File: src/rtl/remainder_divider.sv
// remainder_divider: sequential 32-bit unsigned restoring divider.
// Produces one quotient bit per clock: a 32-iteration RUN phase, then the
// result is held in DONE until the next Start. A zero divisor skips RUN and
// reports the all-ones quotient with the dividend as remainder.
module remainder_divider (
    input  logic        clk,
    input  logic        Reset_n,
    input  logic        Start,
    input  logic [31:0] Dividend_in,
    input  logic [31:0] Divisor_in,
    output logic        Busy,
    output logic        Ready,
    output logic        Div_by_zero,
    output logic [31:0] Quotient_out,
    output logic [31:0] Remainder_out
);

    typedef enum logic [1:0] {IDLE, RUN, DONE} state_t;

    state_t      state, state_nxt;
    logic [32:0] rem_q;      // partial remainder R
    logic [31:0] quo_q;      // quotient / shifted-out dividend Q
    logic [31:0] dvs_q;      // latched divisor D
    logic [5:0]  cnt_q;      // iteration counter C
    logic        dbz_q;

    logic        accept;
    logic        dvs_zero;
    logic [32:0] trial;
    logic        no_borrow;

    assign accept   = (state == IDLE || state == DONE) && Start;
    assign dvs_zero = (Divisor_in == 32'd0);

    // Shift R:Q left one bit and try to subtract D. R[32] is always clear
    // while R < D, but if it were set the shifted value would exceed any
    // 32-bit divisor, so the subtract is taken unconditionally.
    assign trial     = {rem_q[31:0], quo_q[31]} - {1'b0, dvs_q};
    assign no_borrow = ~trial[32] | rem_q[32];

    // State register
    always_ff @(posedge clk or negedge Reset_n) begin
        if (!Reset_n) state <= IDLE;
        else          state <= state_nxt;
    end

    // Next-state logic
    always_comb begin
        state_nxt = state;
        case (state)
            IDLE, DONE: if (Start) state_nxt = dvs_zero ? DONE : RUN;
            RUN:        if (cnt_q == 6'd31) state_nxt = DONE;
            default:    state_nxt = IDLE;
        endcase
    end

    // Output decode from state
    always_comb begin
        Busy  = (state == RUN);
        Ready = (state == DONE);
    end

    // Working registers: load on accept, one restoring step per RUN cycle
    always_ff @(posedge clk or negedge Reset_n) begin
        if (!Reset_n) begin
            rem_q <= '0;
            quo_q <= '0;
            dvs_q <= '0;
            cnt_q <= '0;
            dbz_q <= 1'b0;
        end else if (accept) begin
            cnt_q <= '0;
            if (dvs_zero) begin
                rem_q <= {1'b0, Dividend_in};
                quo_q <= 32'hFFFF_FFFF;
                dvs_q <= '0;
                dbz_q <= 1'b1;
            end else begin
                rem_q <= '0;
                quo_q <= Dividend_in;
                dvs_q <= Divisor_in;
                dbz_q <= 1'b0;
            end
        end else if (state == RUN) begin
            cnt_q <= cnt_q + 6'd1;
            if (no_borrow) begin
                rem_q <= trial;
                quo_q <= {quo_q[30:0], 1'b1};
            end else begin
                rem_q <= {rem_q[31:0], quo_q[31]};
                quo_q <= {quo_q[30:0], 1'b0};
            end
        end
    end

    assign Div_by_zero   = dbz_q;
    assign Quotient_out  = quo_q;
    assign Remainder_out = rem_q[31:0];

endmodule

File: config.mk
export PLATFORM = sky130hd
export DESIGN_NAME = remainder_divider
export DESIGN_NICKNAME = d
export VERILOG_FILES = /design/src/rtl/remainder_divider.sv
export SDC_FILE = /design/constraint.sdc
export NUM_CORES = 1
export LEC_CHECK = 0
export BUFFER_PORTS_ARGS = -buffer_cell sky130_fd_sc_hd__buf_2
export CAP_MARGIN = 20
export CORE_ASPECT_RATIO = 0.7
export CORE_MARGIN = 2
export CORE_UTILIZATION = 35
export CTS_CLUSTER_DIAMETER = 150
export DETAILED_ROUTE_END_ITERATION = 12
export GPL_TIMING_DRIVEN = 0
export PLACE_DENSITY = 0.62
export REMOVE_ABC_BUFFERS = 1
export SLEW_MARGIN = 20
export SYNTH_ARGS = -nofsm -noshare
export SYNTH_HDL_FRONTEND = slang
export SYNTH_SLANG_ARGS = --single-unit
File: constraint.sdc
create_clock -name clk -period 3.13 [get_ports clk]
set_input_delay 0.7825 -clock clk [delete_from_list [all_inputs] [get_ports clk]]
set_output_delay 0.7825 -clock clk [all_outputs]
set_load 0.01 [all_outputs]
==> impl_metrics.toml, run 1 <==
[status]
status = "complete, no violations"

[finish]
drive_above_1_share_pct = 21.7
num-nets-final = 1045
syn_to_final_growth_pct = 18.1
final_cells = 1219
diodes = 0
mostFrequentLayoutCells = "buf_2 (132), nand2_1 (107), dfrtp_1 (105)"
final_common_cell = "buf_2"

[synthesis]
synth_area_leaders = "dfrtp_1 (37%), o21ai_0 (6.3%), ha_1 (5.8%)"
yosys_warnings = 0
synth_top_area_share_pct = 37.3
synth.ff_latch_count = 106
synth-edff-count = 0
netlist_area_um2 = 7120
ys_seq_area_share_pct = 37.3
synth_cells = 861
syn_area_per_cell_um2 = 8.27
ys_types = 63
synthFlopType = "dfrtp_1"
async_flop_share_pct = 100
synth.largest_area_cell = "dfrtp_1"

[setup_path]
r2r_cells = 10
crit_path_end_kind = "flop"
critPathLaunchType = "flop"
crit_end = "rem_q[20]$_DFFE_PN0P_"
critPathKind = "flop to flop"
crit_path_max_fanout = 9
arrival_ps = 3310
reg2reg_from = "rem_q[16]$_DFFE_PN0P_"
cp_data_required_time_ps = 3380
crit_start = "rem_q[16]$_DFFE_PN0P_"
r2r-end = "rem_q[20]$_DFFE_PN0P_"
r2r_slack_ps = 70

[place]
port_buffers = 133
dp_hpwl_um = 16900
gp_congestion = 0.873
placedCellCount = 1191

[timing]
fin_skew_ps = 10.7
slew_headroom_pct = 49.9
period_needed_ps = 3060
fmax_mhz = 326
tightest_slew_ps = 752
post-route-period-util_pct = 97.9
hold_viol_final = 0
rsz0062_at_grt = "false"
slew_viol_final = 0
finalSetupViolations = 0

[clocking]
clock_latency_ps = 370
cts_tree = "done"
clockBufferDepth = 2
clock-sinks = 106
clockRootBuffer = "clkbuf_16"
path_clk_slew_ps = 80
cts_buffers = 9
htreeDepth = 3

[detailed_routing]
routed_wl_um = 23000
wl_met2_um = 9370
drt_iter0_drc = 657
dr.pass1.iters = 4
vias = 6644
ant_nets = 0
top_layer_used = "met4"
viasPerCell = 5.45
drc_errors = 0
wl_met1_um = 11800
route.detailed.wl_per_inst_um = 18.8
wl_met3_um = 1580

[flow_run]
cap_violations = 0

[global_route]
grt_antenna_before_repair = 0
grt_pass1_vias = 6312
grt_pass1_wl_um = 36400
grt_start_max_net_pins = 68
grtUsageTotal_pct = 21.8
grt_remaining_overflow = 0

[floorplan]
dieArea_um2 = 21500
ioPinCount = 134
die_h_um = 123
core_um2 = 19900
die_w_um = 174
row_count = 43
start_util_pct = 35.9

[hold_path]
hold_path_class = "input port to asynchronous set/reset pin"
==> cells by family (layout without fill, tap and decap cells) <==
kind of cell,after synthesis,in the layout,synth area share [%]
AOI/OAI and AO/OA,274,274,24.4
xor gates and xnor gates,25,25,3.08
adders and majority gates,34,34,6.08
buffers and inverters,128,216,9.12
DFF,106,106,37.3
muxes,18,18,2.53
and+or+nand+nor,276,276,17.6
==> critical path, cell delays in order, from the launching register on <==
cell and delay, ps:
dfrtp_2 460, ha_4 300, a211oi_4 280, o21ai_1 140, a2111o_1 400, and2_1 190
a211o_4 320, and3_4 220, buf_4 170, a211o_1 280, a22o_1 190
==> stage by stage <==
step                setup WS, ps  area [um2]  utilization (%)  setup TNS (ps)  hold WS [ps]
floorplan                  -2000        6640                -         -110870           450
global route                8.10        8410             42.4               0           344
detailed placement          -610        7890             39.7          -15920           468
CTS                         5.47        8290             41.8               0           327
finish                      65.7        8410             42.4               0           324
global placement           -6190        7640             38.5         -409740           457
==> cell usage after synthesis, drive strengths merged (9+ instances only) <==
cell	count
xor2	12
ha	33
a22oi	27
xnor2	13
clkbuf	37
o31ai	10
o22ai	11
a31oi	17
a21oi	53
buf	46
nand4	14
dfrtp	106
nand2	110
mux2i	18
o21ai	92
nor2	73
inv	45
nand3	9
nor3	24
a21o	17
==> metal layers <==
metal  vias to the layer above  GRT usage, %
li1                       3207             -
met1                      3189          33.6
met2                       232          31.4
met3                        16          4.46
met4                         0          4.15
met5                         -             0
==> flip-flops by register name (all words and copies together), names as in the netlist <==
name	flops
state	2
Div_by_zero	1
rem_q	33
dvs_q	32
cnt_q	6
Quotient_out	32
==> final cells by class <==
| class | count | area [um2] |
|---|---|---|
| repair buffers | 155 | 962 |
| clock inverters | 7 | 83.8 |
| fillers | 2003 | 11400 |
| inverters | 45 | 169 |
| clock buffers | 9 | 225 |
| well taps | 270 | 338 |
| multi-input cells | 627 | 3980 |
| flip-flops and latches | 106 | 2650 |
==> how the worst min path moves through the flow <==
stage	start	endpoint	cells after the start
global placement	Div_by_zero$_DFFE_PN0P_	Div_by_zero$_DFFE_PN0P_	1
global route	Reset_n	Quotient_out[0]$_DFFE_PN0P_	1
floorplan	dvs_q[0]$_DFFE_PN0P_	dvs_q[0]$_DFFE_PN0P_	2
detailed placement	Div_by_zero$_DFFE_PN0P_	Div_by_zero$_DFFE_PN0P_	1
finish	Reset_n	Quotient_out[0]$_DFFE_PN0P_	1
CTS	Reset_n	Quotient_out[0]$_DFFE_PN0P_	1
==> what timing repair did <==
| item | 4_1_cts | 5_1_grt |
|---|---|---|
| endpoints found under the setup margin | 33 | 24 |
| buffers inserted | 2 | 10 |
| gates resized for setup | 17 | 9 |
| hold buffers | 0 | 0 |
| pin swaps | 1 | 4 |
Power of run 1 is not shown: default switching activity piles up to over one toggle a cycle in this logic, so the estimate is an artifact.
==> inputs of run 2 (changes only) <==
CORE_MARGIN = not set   (was 2)
PLACE_DENSITY = 0.6   (was 0.62)
clock period = 3.6 ns   (was 3.13 ns; I/O delays follow)
==> run 2 against run 1 <==
Utilization fell by 0.74 points. Non-clock buffer count fell by 8. Cell count fell by 0.66%. Cell area fell by 1.8%. Flip-flop and latch count did not move. Worst setup slack got worse by 6.4 ps. Die area fell by 2.7%. Hold slack improved by 100 ps. Largest cell class unchanged. Highest routed layer unchanged.
==> impl_metrics.toml, run 2 (same netlist as run 1, synthesis figures left out) <==
[global_route]
grt_start_max_net_pins = 70
grt_antenna_before_repair = 0
grt_pass1_vias = 6018
grt_pass1_wl_um = 34900
grt_remaining_overflow = 0
grtUsageTotal_pct = 22.0

[clocking]
clock-sinks = 106
htreeDepth = 3
path_clk_slew_ps = 80
clockRootBuffer = "clkbuf_16"
clockBufferDepth = 2
cts_buffers = 9
clock_latency_ps = 370
cts_tree = "done"

[timing]
slew_headroom_pct = 25.6
rsz0062_at_grt = "false"
fmax_mhz = 282
fin_skew_ps = 15.5
period_needed_ps = 3540
hold_viol_final = 0
worst_slack_ps = 59.3
slew_viol_final = 0
tightest_slew_ps = 1110
post-route-period-util_pct = 98.4
finalSetupViolations = 0
timing.hold.ws_ps = 424

[finish]
drive_above_1_share_pct = 19.1
multi_input_area_um2 = 3870
largest_reg_flops = 33
regMostFlops = "rem_q"
final-seq-area_um2 = 2650
num-nets-final = 1037
fillers = 2024
mostFrequentLayoutCells = "buf_2 (132), nand2_1 (109), dfrtp_1 (106)"
diodes = 0
syn_to_final_growth_pct = 16.1
final_common_cell = "buf_2"
final_cells = 1211

[detailed_routing]
drt_iter0_drc = 681
drc_errors = 0
viasPerCell = 5.44
route.detailed.wl_per_inst_um = 18.5
vias = 6591
dr.pass1.iters = 5
routed_wl_um = 22400
ant_nets = 0

[setup_path]
critPathLaunchType = "input port"
cp_data_required_time_ps = 3860
critPathKind = "input port to flop"
crit_path_max_fanout = 18
crit_path_end_kind = "flop"
arrival_ps = 3800

[floorplan]
die_h_um = 121
dieArea_um2 = 20900
ioPinCount = 134
core_um2 = 19900
die_w_um = 172
start_util_pct = 35.9
row_count = 43

[place]
port_buffers = 133
dp_hpwl_um = 16700
pre_cts_slack_ps = -204
placedCellCount = 1192
gp_congestion = 0.865

[hold_path]
hold_path_class = "input port to asynchronous set/reset pin"

[flow_run]
cap_violations = 0

[status]
status = "complete, no violations"
run 2: cell count changes in the layout (fill, tap and decap cells not counted), moves of 3 or more:
cell    delta
buf_4      -8
buf_16     +4
ha_1       +6
ha_4       -3
buf_12     -3
ha_2       -3
run 2: final timing paths:
| kind | slack (ps) | cells after the start | from | endpoint |
|---|---|---|---|---|
| max in group asynchronous | 2500 | 2 | Reset_n | rem_q[15]$_DFFE_PN0P_ |
| min reg2reg | 490 | 1 | Div_by_zero$_DFFE_PN0P_ | Div_by_zero$_DFFE_PN0P_ |
| max | 60 | 9 | Divisor_in[0] | rem_q[31]$_DFFE_PN0P_ |
| min | 420 | 1 | Reset_n | state[1]$_DFFE_PN0P_ |
| min in group clk | 490 | 1 | Div_by_zero$_DFFE_PN0P_ | Div_by_zero$_DFFE_PN0P_ |
| max reg2reg | 220 | 10 | rem_q[16]$_DFFE_PN0P_ | rem_q[20]$_DFFE_PN0P_ |
run 2: what timing repair did:
| action | 4_1_cts | 5_1_grt |
|---|---|---|
| hold buffers | 0 | 0 |
| cloned | 0 | 0 |
| pin swaps | 0 | 1 |
| buffers inserted | 0 | 3 |
| resized for setup | 2 | 2 |
| setup endpoints to repair | 16 | 19 |
run 2: cell type report:
| cell class | count | share of cell area, % |
|---|---|---|
| Multi-Input combinational cell | 627 | 46.8 |
| Timing Repair Buffer | 147 | 11.3 |
| Tap cell | 270 | 4.09 |
| Sequential cell | 106 | 32.1 |
| Clock inverter | 5 | 0.545 |
| Inverter | 45 | 2.04 |
| Clock buffer | 11 | 3.06 |
run 2: through the flow:
| step | setup TNS [ps] | util [%] | instance area, um2 |
|---|---|---|---|
| after floorplan | -78520 | - | 6640 |
| after global placement | -361400 | 38.5 | 7640 |
| after detailed placement | -1270 | 39.9 | 7930 |
| after CTS | 0 | 41.5 | 8230 |
| after global routing | 0 | 41.6 | 8260 |
| final | 0 | 41.6 | 8260 |
run 2: per-layer routing:
layer  up-vias  GRT usage, %  share of wire (%)
met5         -             0                  0
met4         0          3.65               0.58
met3        10          3.72                6.0
met2       204          30.4                 41
met1      3182          35.3                 53
li1       3195             -                  -
run 2: critical path, cell delays in order:
cell	delay [ps]
buf_2	130
nor4_1	830
nand4_1	510
nor2_4	590
buf_16	220
a21oi_1	80
nor2_1	190
nand3_1	90
o32ai_1	240
Power of run 2 is left out for the same reason.
